### src/rtl/cpu_bus_feeder.sv
// Feeds a run-length decoder: a two-word header (packet size, row count) followed by
// buffered data words, each advanced by a rising edge of the decoder's acknowledge.
module cpu_bus_feeder #(
    parameter int FIFO_DEPTH = 8
) (
    input  logic        CLK,
    input  logic        RST,
    input  logic        Start,
    input  logic [5:0]  Packet_Size,
    input  logic [15:0] Rows_Num,
    input  logic [31:0] Word_In,
    input  logic        Word_Valid,
    output logic        Word_Ready,
    input  logic        Ack,
    input  logic        Done_Loading,
    output logic [31:0] CPU_Bus,
    output logic        Loading_Enable,
    output logic        Busy,
    output logic        Underrun
);

    localparam int AW = $clog2(FIFO_DEPTH);
    localparam logic [AW:0] FULL_CNT = (AW+1)'(FIFO_DEPTH);

    localparam logic [2:0] S_IDLE   = 3'd0;
    localparam logic [2:0] S_HDR_PS = 3'd1;
    localparam logic [2:0] S_HDR_RN = 3'd2;
    localparam logic [2:0] S_DATA   = 3'd3;
    localparam logic [2:0] S_FINISH = 3'd4;

    logic [2:0]    state, state_nx;
    logic          hdr_second;
    logic [5:0]    ps_q;
    logic [15:0]   rn_q;
    logic [31:0]   bus_q;
    logic          ack_d;
    logic          underrun_q;

    logic [31:0]   mem [FIFO_DEPTH];
    logic [AW-1:0] wptr, rptr;
    logic [AW:0]   count;

    logic in_xfer, done_hit, start_acc, ack_rise, pop_req, pop, push, fifo_full, fifo_empty;

    assign fifo_full  = (count == FULL_CNT);
    assign fifo_empty = (count == '0);
    assign in_xfer    = (state == S_HDR_PS) || (state == S_HDR_RN) || (state == S_DATA);
    assign done_hit   = in_xfer && Done_Loading;
    assign start_acc  = (state == S_IDLE) && Start;
    assign ack_rise   = (state == S_DATA) && Ack && !ack_d;

    // The DATA-entry load consumes the head word exactly like an acknowledged pop.
    assign pop_req = !done_hit && ((state == S_HDR_RN) || ack_rise);
    assign pop     = pop_req && !fifo_empty;
    // A full buffer still accepts a word in the cycle a pop frees a slot.
    assign push    = Word_Valid && (state != S_FINISH) && (!fifo_full || pop);

    // NOTE: every signal assigned in always_comb gets a default first, so no latch is inferred.
    always_comb begin
        state_nx = state;
        case (state)
            S_IDLE:   if (Start) state_nx = S_HDR_PS;
            S_HDR_PS: if (Done_Loading) state_nx = S_FINISH;
                      else if (hdr_second) state_nx = S_HDR_RN;
            S_HDR_RN: state_nx = Done_Loading ? S_FINISH : S_DATA;
            S_DATA:   if (Done_Loading) state_nx = S_FINISH;
            S_FINISH: state_nx = S_IDLE;
            default:  state_nx = S_IDLE;
        endcase
    end

    // NOTE: sequential state uses non-blocking assignments so every flop samples pre-edge values.
    always_ff @(posedge CLK or negedge RST) begin
        if (!RST) begin
            state      <= S_IDLE;
            hdr_second <= 1'b0;
            ps_q       <= '0;
            rn_q       <= '0;
            bus_q      <= '0;
            ack_d      <= 1'b1;
            underrun_q <= 1'b0;
        end else begin
            state      <= state_nx;
            hdr_second <= (state == S_HDR_PS) && !hdr_second;
            // Forced high outside DATA so an Ack already high at entry is not an edge.
            ack_d      <= (state == S_DATA) ? Ack : 1'b1;
            if (start_acc) begin
                ps_q       <= Packet_Size;
                rn_q       <= Rows_Num;
                underrun_q <= 1'b0;
            end
            if (pop_req) begin
                bus_q <= pop ? mem[rptr] : 32'd0;
                if (!pop) underrun_q <= 1'b1;
            end
        end
    end

    always_ff @(posedge CLK or negedge RST) begin
        if (!RST) begin
            wptr  <= '0;
            rptr  <= '0;
            count <= '0;
        end else if (done_hit) begin
            wptr  <= '0;
            rptr  <= '0;
            count <= '0;
        end else begin
            if (push) wptr <= wptr + AW'(1);
            if (pop)  rptr <= rptr + AW'(1);
            count <= count + (AW+1)'(push) - (AW+1)'(pop);
        end
    end

    // NOTE: the storage array has no reset; pointers and count alone define what is valid.
    always_ff @(posedge CLK) begin
        if (push) mem[wptr] <= Word_In;
    end

    always_comb begin
        CPU_Bus = 32'd0;
        case (state)
            S_HDR_PS: CPU_Bus = {26'd0, ps_q};
            S_HDR_RN: CPU_Bus = {16'd0, rn_q};
            S_DATA:   CPU_Bus = bus_q;
            default:  CPU_Bus = 32'd0;
        endcase
    end

    assign Loading_Enable = in_xfer;
    assign Busy           = (state != S_IDLE);
    assign Underrun       = underrun_q;
    assign Word_Ready     = !fifo_full && (state != S_FINISH);

endmodule
### config.mk
export PLATFORM = sky130hd
export DESIGN_NAME = cpu_bus_feeder
export DESIGN_NICKNAME = d
export VERILOG_FILES = /design/src/rtl/cpu_bus_feeder.sv
export SDC_FILE = /design/constraint.sdc
export NUM_CORES = 1
export LEC_CHECK = 0
export BUFFER_PORTS_ARGS = -buffer_cell sky130_fd_sc_hd__buf_4
export CAP_MARGIN = 20
export CORE_UTILIZATION = 40
export CTS_CLUSTER_SIZE = 16
export DETAILED_ROUTE_END_ITERATION = 12
export HOLD_SLACK_MARGIN = 0.12
export PLACE_DENSITY_LB_ADDON = 0.3
export SKIP_LAST_GASP = 1
export SYNTH_ARGS = -nofsm -noshare
export SYNTH_HDL_FRONTEND = slang
export SYNTH_SLANG_ARGS = --single-unit
### constraint.sdc
create_clock -name CLK -period 5.2 [get_ports CLK]
set_input_delay 0 -clock CLK [delete_from_list [all_inputs] [get_ports CLK]]
set_output_delay 0 -clock CLK [all_outputs]
set_load 0.005 [all_outputs]
Yosys cells after proc, flatten, opt, wreduce, memory -nomap -nowiden
Memories as Yosys holds them, arrays and structs flattened.
Index checks and enable logic that the tools add are counted.
{"block": "totals", "mem_bits_rw": 256, "ff_bits": 70, "mem_count": 1, "word_cells": 67, "rom_bits": 0, "latchBits": 0, "input_bits": 60, "out_inout_bits": 36}
{"block": "op_classes", "n_eq_ne": 8, "n_lt_le_gt_ge": 0, "n_reduce_logical": 25, "n_addsub": 4, "bitwise": 0, "muxes": 19, "n_mul": 0, "shift": 0, "div_mod_pow": 0}
{"memory": "mem", "depth": 8, "width": 32, "read_ports": 1, "rd_ports_with_merged_regs": 0, "wr": 1, "line_no": "39", "text": "logic [31:0] mem [FIFO_DEPTH];"}
{"op": "$pmux W32 S3", "n": 1}
{"op": "$mux W32", "n": 1}
{"op": "$mux W3", "n": 9}
{"op": "$pmux W3 S4", "n": 1}
{"op": "$logic_and A1 B1 Y1", "n": 10}
{"op": "$add A3 B1 Y3 const B", "n": 2}
{"op": "$eq A3 B2 Y1 const B", "n": 2}
{"op": "$mux W1", "n": 6}
{"op": "$ne A3 B3 Y1 const B", "n": 2}
{"op": "$logic_not A1 Y1", "n": 5}
{"op": "$add A4 B1 Y4", "n": 1}
{"op": "$eq A4 B4 Y1 const B", "n": 1}
{"op": "$logic_not A4 Y1", "n": 1}
{"op": "$logic_or A1 B1 Y1", "n": 4}
{"op": "$mux W4", "n": 1}
{"op": "$ne A2 B2 Y1 const B", "n": 2}
{"op": "$reduce_bool A2 Y1", "n": 2}
{"op": "$sub A4 B1 Y4", "n": 1}
{"op": "$eq A3 B1 Y1 const B", "n": 1}
{"op": "$logic_not A3 Y1", "n": 1}
{"op": "$reduce_and A3 Y1", "n": 1}
{"op": "$reduce_bool A3 Y1", "n": 1}

Logic depth before layout (Yosys ltp)
{"block": "logic_depth", "ltp_word": 12, "depth_mapped": 11, "ltp_nobuf": 11}

Worst setup path after synthesis
No wires, ideal clock.
{"block": "synth_path", "path_kind": "register -> register", "start": "reg state[2]", "end": "mem mem[1][0], enable pin", "period_less_slack_ns": 4.937, "arrival_ns": 4.435, "setup_ns": 0.502, "stages_incl_launch_ff": 5, "setup_slack_ns": 0.263, "path_buffers": 0, "t_required_ns": 4.698, "cell_sequence": "dfrtp_1 -> or3b_4 -> a211o_1 -> o21a_1 -> nor4_1"}
{"block": "synth_via", "elab_chain_len": 11, "word_cells_on_any_way": 18, "cone_classes": "eq/ne: 4; mux: 2; reduce/logical: 12"}
{"element": "from (decl)", "line_no": "31", "text": "logic [2:0] state, state_nx;"}
{"element": "from (signal assigned)", "line_no": "83", "text": "state <= state_nx;"}
{"element": "$eq A3 B1 Y1 / $eq A3 B2 Y1 (equally long branches)", "line_no": "47, 53"}
{"element": "$logic_or A1 B1 Y1 (2 in a row)", "line_no": "47", "text": "assign in_xfer = (state == S_HDR_PS) || (state == S_HDR_RN) || (state == S_DATA);"}
{"element": "$logic_and A1 B1 Y1", "line_no": "48", "text": "assign done_hit = in_xfer && Done_Loading;"}
{"element": "$logic_not A1 Y1", "line_no": "53", "text": "assign pop_req = !done_hit && ((state == S_HDR_RN) || ack_rise);"}
{"element": "$logic_and A1 B1 Y1", "line_no": "53"}
{"element": "$logic_and A1 B1 Y1", "line_no": "54", "text": "assign pop = pop_req && !fifo_empty;"}
{"element": "$logic_or A1 B1 Y1", "line_no": "56", "text": "assign push = Word_Valid && (state != S_FINISH) && (!fifo_full || pop);"}
{"element": "$logic_and A1 B1 Y1 (*)", "line_no": "56"}
{"element": "$mux W1 (*)", "line_no": "117", "text": "if (push) mem[wptr] <= Word_In;"}
{"element": "$mux W1 (implied by the code) (*)", "line_no": "117"}
{"element": "to (decl)", "line_no": "39"}
Every way passes the cells marked *; elsewhere a longest branch is shown, timed or not.

Final worst setup path
{"block": "layout_path", "start": "reg state[1]", "end": "reg count[2]"}
{"block": "layout_via", "elab_chain_len": 12, "word_cells_on_any_way": 19, "cone_classes": "add/sub: 2; eq/ne: 4; mux: 1; reduce/logical: 12"}
{"element": "$eq A3 B1 Y1 / $eq A3 B2 Y1 (equally long branches)", "line_no": "47, 53"}
{"element": "$logic_or A1 B1 Y1 (2 in a row)", "line_no": "47"}
{"element": "$logic_and A1 B1 Y1", "line_no": "48"}
{"element": "$logic_not A1 Y1", "line_no": "53"}
{"element": "$logic_and A1 B1 Y1", "line_no": "53"}
{"element": "$logic_and A1 B1 Y1", "line_no": "54"}
{"element": "$logic_or A1 B1 Y1", "line_no": "56"}
{"element": "$logic_and A1 B1 Y1", "line_no": "56"}
{"element": "$add A4 B1 Y4", "line_no": "111", "text": "count <= count + (AW+1)'(push) - (AW+1)'(pop);"}
{"element": "$sub A4 B1 Y4", "line_no": "111"}
{"element": "$mux W4 (*)", "line_no": "104", "text": "end else if (done_hit) begin"}
{"element": "to (signal assigned)", "line_no": "111"}
{"element": "to (decl)", "line_no": "41", "text": "logic [AW:0] count;"}
Marks and branches as above.
A chain may end at the register's enable or synchronous reset.

==> flow_metrics.env <==
export IMPL_postCtsSetupBuffers=0
export IMPL_report_final_slew_viol_count=0
export IMPL_ys_seq_area_frac=0.730
export IMPL_synth_edff_count=256
export IMPL_path_class="reg2reg"
export IMPL_multi_input_area_um2=3340
export IMPL_port_buffers=95
export IMPL_crit_required_ps=5590
export IMPL_powerDensity_nw_per_um2=471
export IMPL_rsz0062_at_grt="no"
export IMPL_post_route_min_period_ps=3110
export IMPL_cp_arrival_ps=3500
export IMPL_p_total_mw=7.47
export IMPL_fillers=2570
export IMPL_path_max_fanout=37
export IMPL_syn_nets=715
export IMPL_drv_cap=0
export IMPL_worst_setup_path_start_kind="flip-flop"
export IMPL_dr_pass1_iters=4
export IMPL_hold_buffers=59
export IMPL_ctsRootBufferMaster="clkbuf_16"
export IMPL_postCtsResizedCells=0
export IMPL_drc=0
export IMPL_fmaxAchievable_mhz=322
export IMPL_setup_violations=0
export IMPL_drive_gt1_frac=0.358
export IMPL_syn_to_final_growth_pct=22.8
export IMPL_grt_max_degree=71
export IMPL_gp_congestion=0.801
export IMPL_critPathMaxStageDelay_ps=610
export IMPL_crit_path_end_kind="flip-flop"
export IMPL_vias=6674
export IMPL_synth_warnings=0
export IMPL_cts_tree="done"
export IMPL_rows=65
export IMPL_die_w_um=182
export IMPL_relSlewSlack=0.278
export IMPL_final_cell_mix="edfxtp_1, buf_4, dfrtp_1, mux4_2, mux2_2"
export IMPL_grt_first_pass_wirelength_um=41800
export IMPL_dominantRegCellSynth="edfxtp_1"
export IMPL_die_h_um=182
export IMPL_fin_skew_ps=16.6
export IMPL_peakVddDrop_mv=0.256
export IMPL_p_leak_nw=5.59
export IMPL_clkTransAtPathRegs_ps=60
export IMPL_antenna_found_initial=2
export IMPL_seq_area_um2=9450
export IMPL_die_area_um2=33000
export IMPL_fin_crit_sh=0.598
export IMPL_nets=888
export IMPL_core_area_um2=31700
export IMPL_ios=96
export IMPL_outcome="complete, no violations"
export IMPL_cts_buffers=35
export IMPL_first_global_vias=7096
export IMPL_grt_overflow_total=0
export IMPL_synth_distinct_cells=42
export IMPL_grtUsageTotal=0.168
export IMPL_clock_sinks=326
export IMPL_hold_ws_ps=102
export IMPL_dp_hpwl_um=15200
export IMPL_async_flop_share=0.215
export IMPL_path_cells="or3b_4, a221oi_4, buf_4, mux2_2, ha_1, fa_1, xnor2_1, nor2_1"
export IMPL_initial_core_util=0.408
export IMPL_synthCells=647
export IMPL_hp_class="in2async"
export IMPL_cts_htree_levels=2
export IMPL_hold_violations=0
export IMPL_synth_seq_cells=326
export IMPL_first_iter_violations=452
export IMPL_wl_per_cell_um=21.3
export IMPL_clk_latency_ps=520
export IMPL_ant_nets=0
export IMPL_worst_pin_slew_ps=1080
export IMPL_vias_per_cell=5.34
export IMPL_synth_area_um2=12900
export IMPL_wirelength_um=26700
export IMPL_clockBufferDepth=3
export IMPL_layout_commonest_cell="edfxtp_1"
export IMPL_setup_tns_ps=0
export IMPL_critPathSlowestCell="dfrtp_1"
export IMPL_syn_area_per_cell_um2=20.0
-- per-stage QoR --
| stage | area, um2 | worst slack [ps] | cells | utilization |
|---|---|---|---|---|
| 2_1_floorplan | 12900 | 263 | 647 | - |
| 3_3_place_gp | 14100 | 2080 | 1123 | 0.445 |
| 3_5_place_dp | 14100 | 2090 | 1124 | 0.446 |
| 4_1_cts | 15800 | 2070 | 1246 | 0.499 |
| 5_1_grt | 15900 | 1860 | 1249 | 0.500 |
| 6_report | 15900 | 2090 | 1250 | 0.500 |
-- power by group --
group	switching, mW	internal, mW	total, mW
Sequential	0.262	3.32	3.58
Clock	0.999	1.38	2.38
Combinational	0.739	0.776	1.52
-- cell type report --
cell class / count / share of cell area
Sequential cell: 326 / 0.595
Clock buffer: 49 / 0.0616
Tap cell: 402 / 0.0317
Antenna cell: 2 / 0.000315
Timing Repair Buffer: 170 / 0.0914
Multi-Input combinational cell: 280 / 0.210
Inverter: 7 / 0.00166
Clock inverter: 14 / 0.00780
-- layer usage --
metal  share of wire  GRT usage
met5               0          0
met4           0.023     0.0522
met3           0.048     0.0277
met2            0.48      0.275
met1            0.44      0.231
-- worst max-delay path: cells and delay by family, from the launching register on --
kind	cells	cell delay, ps
flip-flops	1	610
XOR/XNOR	1	160
buffers and inverters	1	490
multiplexers	1	400
adder cells (fa/ha/maj)	2	610
AND/OR/NAND/NOR	2	520
AO/OA/AOI/OAI	1	180
-- cells by family (layout without fill, tap and decap cells) --
group	Yosys count	in the layout	synth area share
fa+ha+maj	8	8	0.00832
buf+inv	41	240	0.0161
compound gates	55	55	0.0364
mux	139	139	0.175
xor+xnor	3	3	0.00203
flops	326	326	0.730
simple gates	75	75	0.0316
other cells	0	2	0
-- path summary, 6_finish.rpt --
check | cells past startpoint | slack, ps | start | end
max | 8 | 2090 | state[1]$_DFFE_PN0P_ | count[2]$_DFF_PN0_
min | 2 | 100 | RST | bus_q[2]$_DFFE_PN0P_
max reg2reg | 8 | 2090 | state[1]$_DFFE_PN0P_ | count[2]$_DFF_PN0_
min reg2reg | 1 | 470 | hdr_second$_DFF_PN0_ | hdr_second$_DFF_PN0_
max in group asynchronous | 2 | 4250 | RST | rptr[1]$_DFFE_PN0P_
min in group CLK | 3 | 240 | Done_Loading | state[1]$_DFFE_PN0P_
-- cell usage after synthesis (6+ instances only) --
| cell | n | area, um2 |
|---|---|---|
| buf_2 | 7 | 35.0 |
| a22oi_1 | 6 | 45.0 |
| and2_1 | 19 | 119 |
| nor2_1 | 27 | 101 |
| dfrtp_1 | 69 | 1730 |
| clkbuf_1 | 13 | 48.8 |
| inv_1 | 7 | 26.3 |
| mux2_2 | 61 | 687 |
| ha_1 | 7 | 87.6 |
| edfxtp_1 | 256 | 7690 |
| a22o_1 | 32 | 280 |
| mux4_2 | 64 | 1440 |
| mux2i_1 | 14 | 140 |
| buf_4 | 6 | 45.0 |
| nand2_1 | 11 | 41.3 |
-- sequential cells by signal, indices dropped and copies added, names as in the netlist --
| signal | flops |
|---|---|
| hdr_second | 1 |
| ps_q | 6 |
| bus_q | 32 |
| rptr | 3 |
| mem | 256 |
| Underrun | 1 |
| count | 4 |
| ack_d | 1 |
| rn_q | 16 |
| state | 3 |
| wptr | 3 |
(Power assumes the default switching activity.)
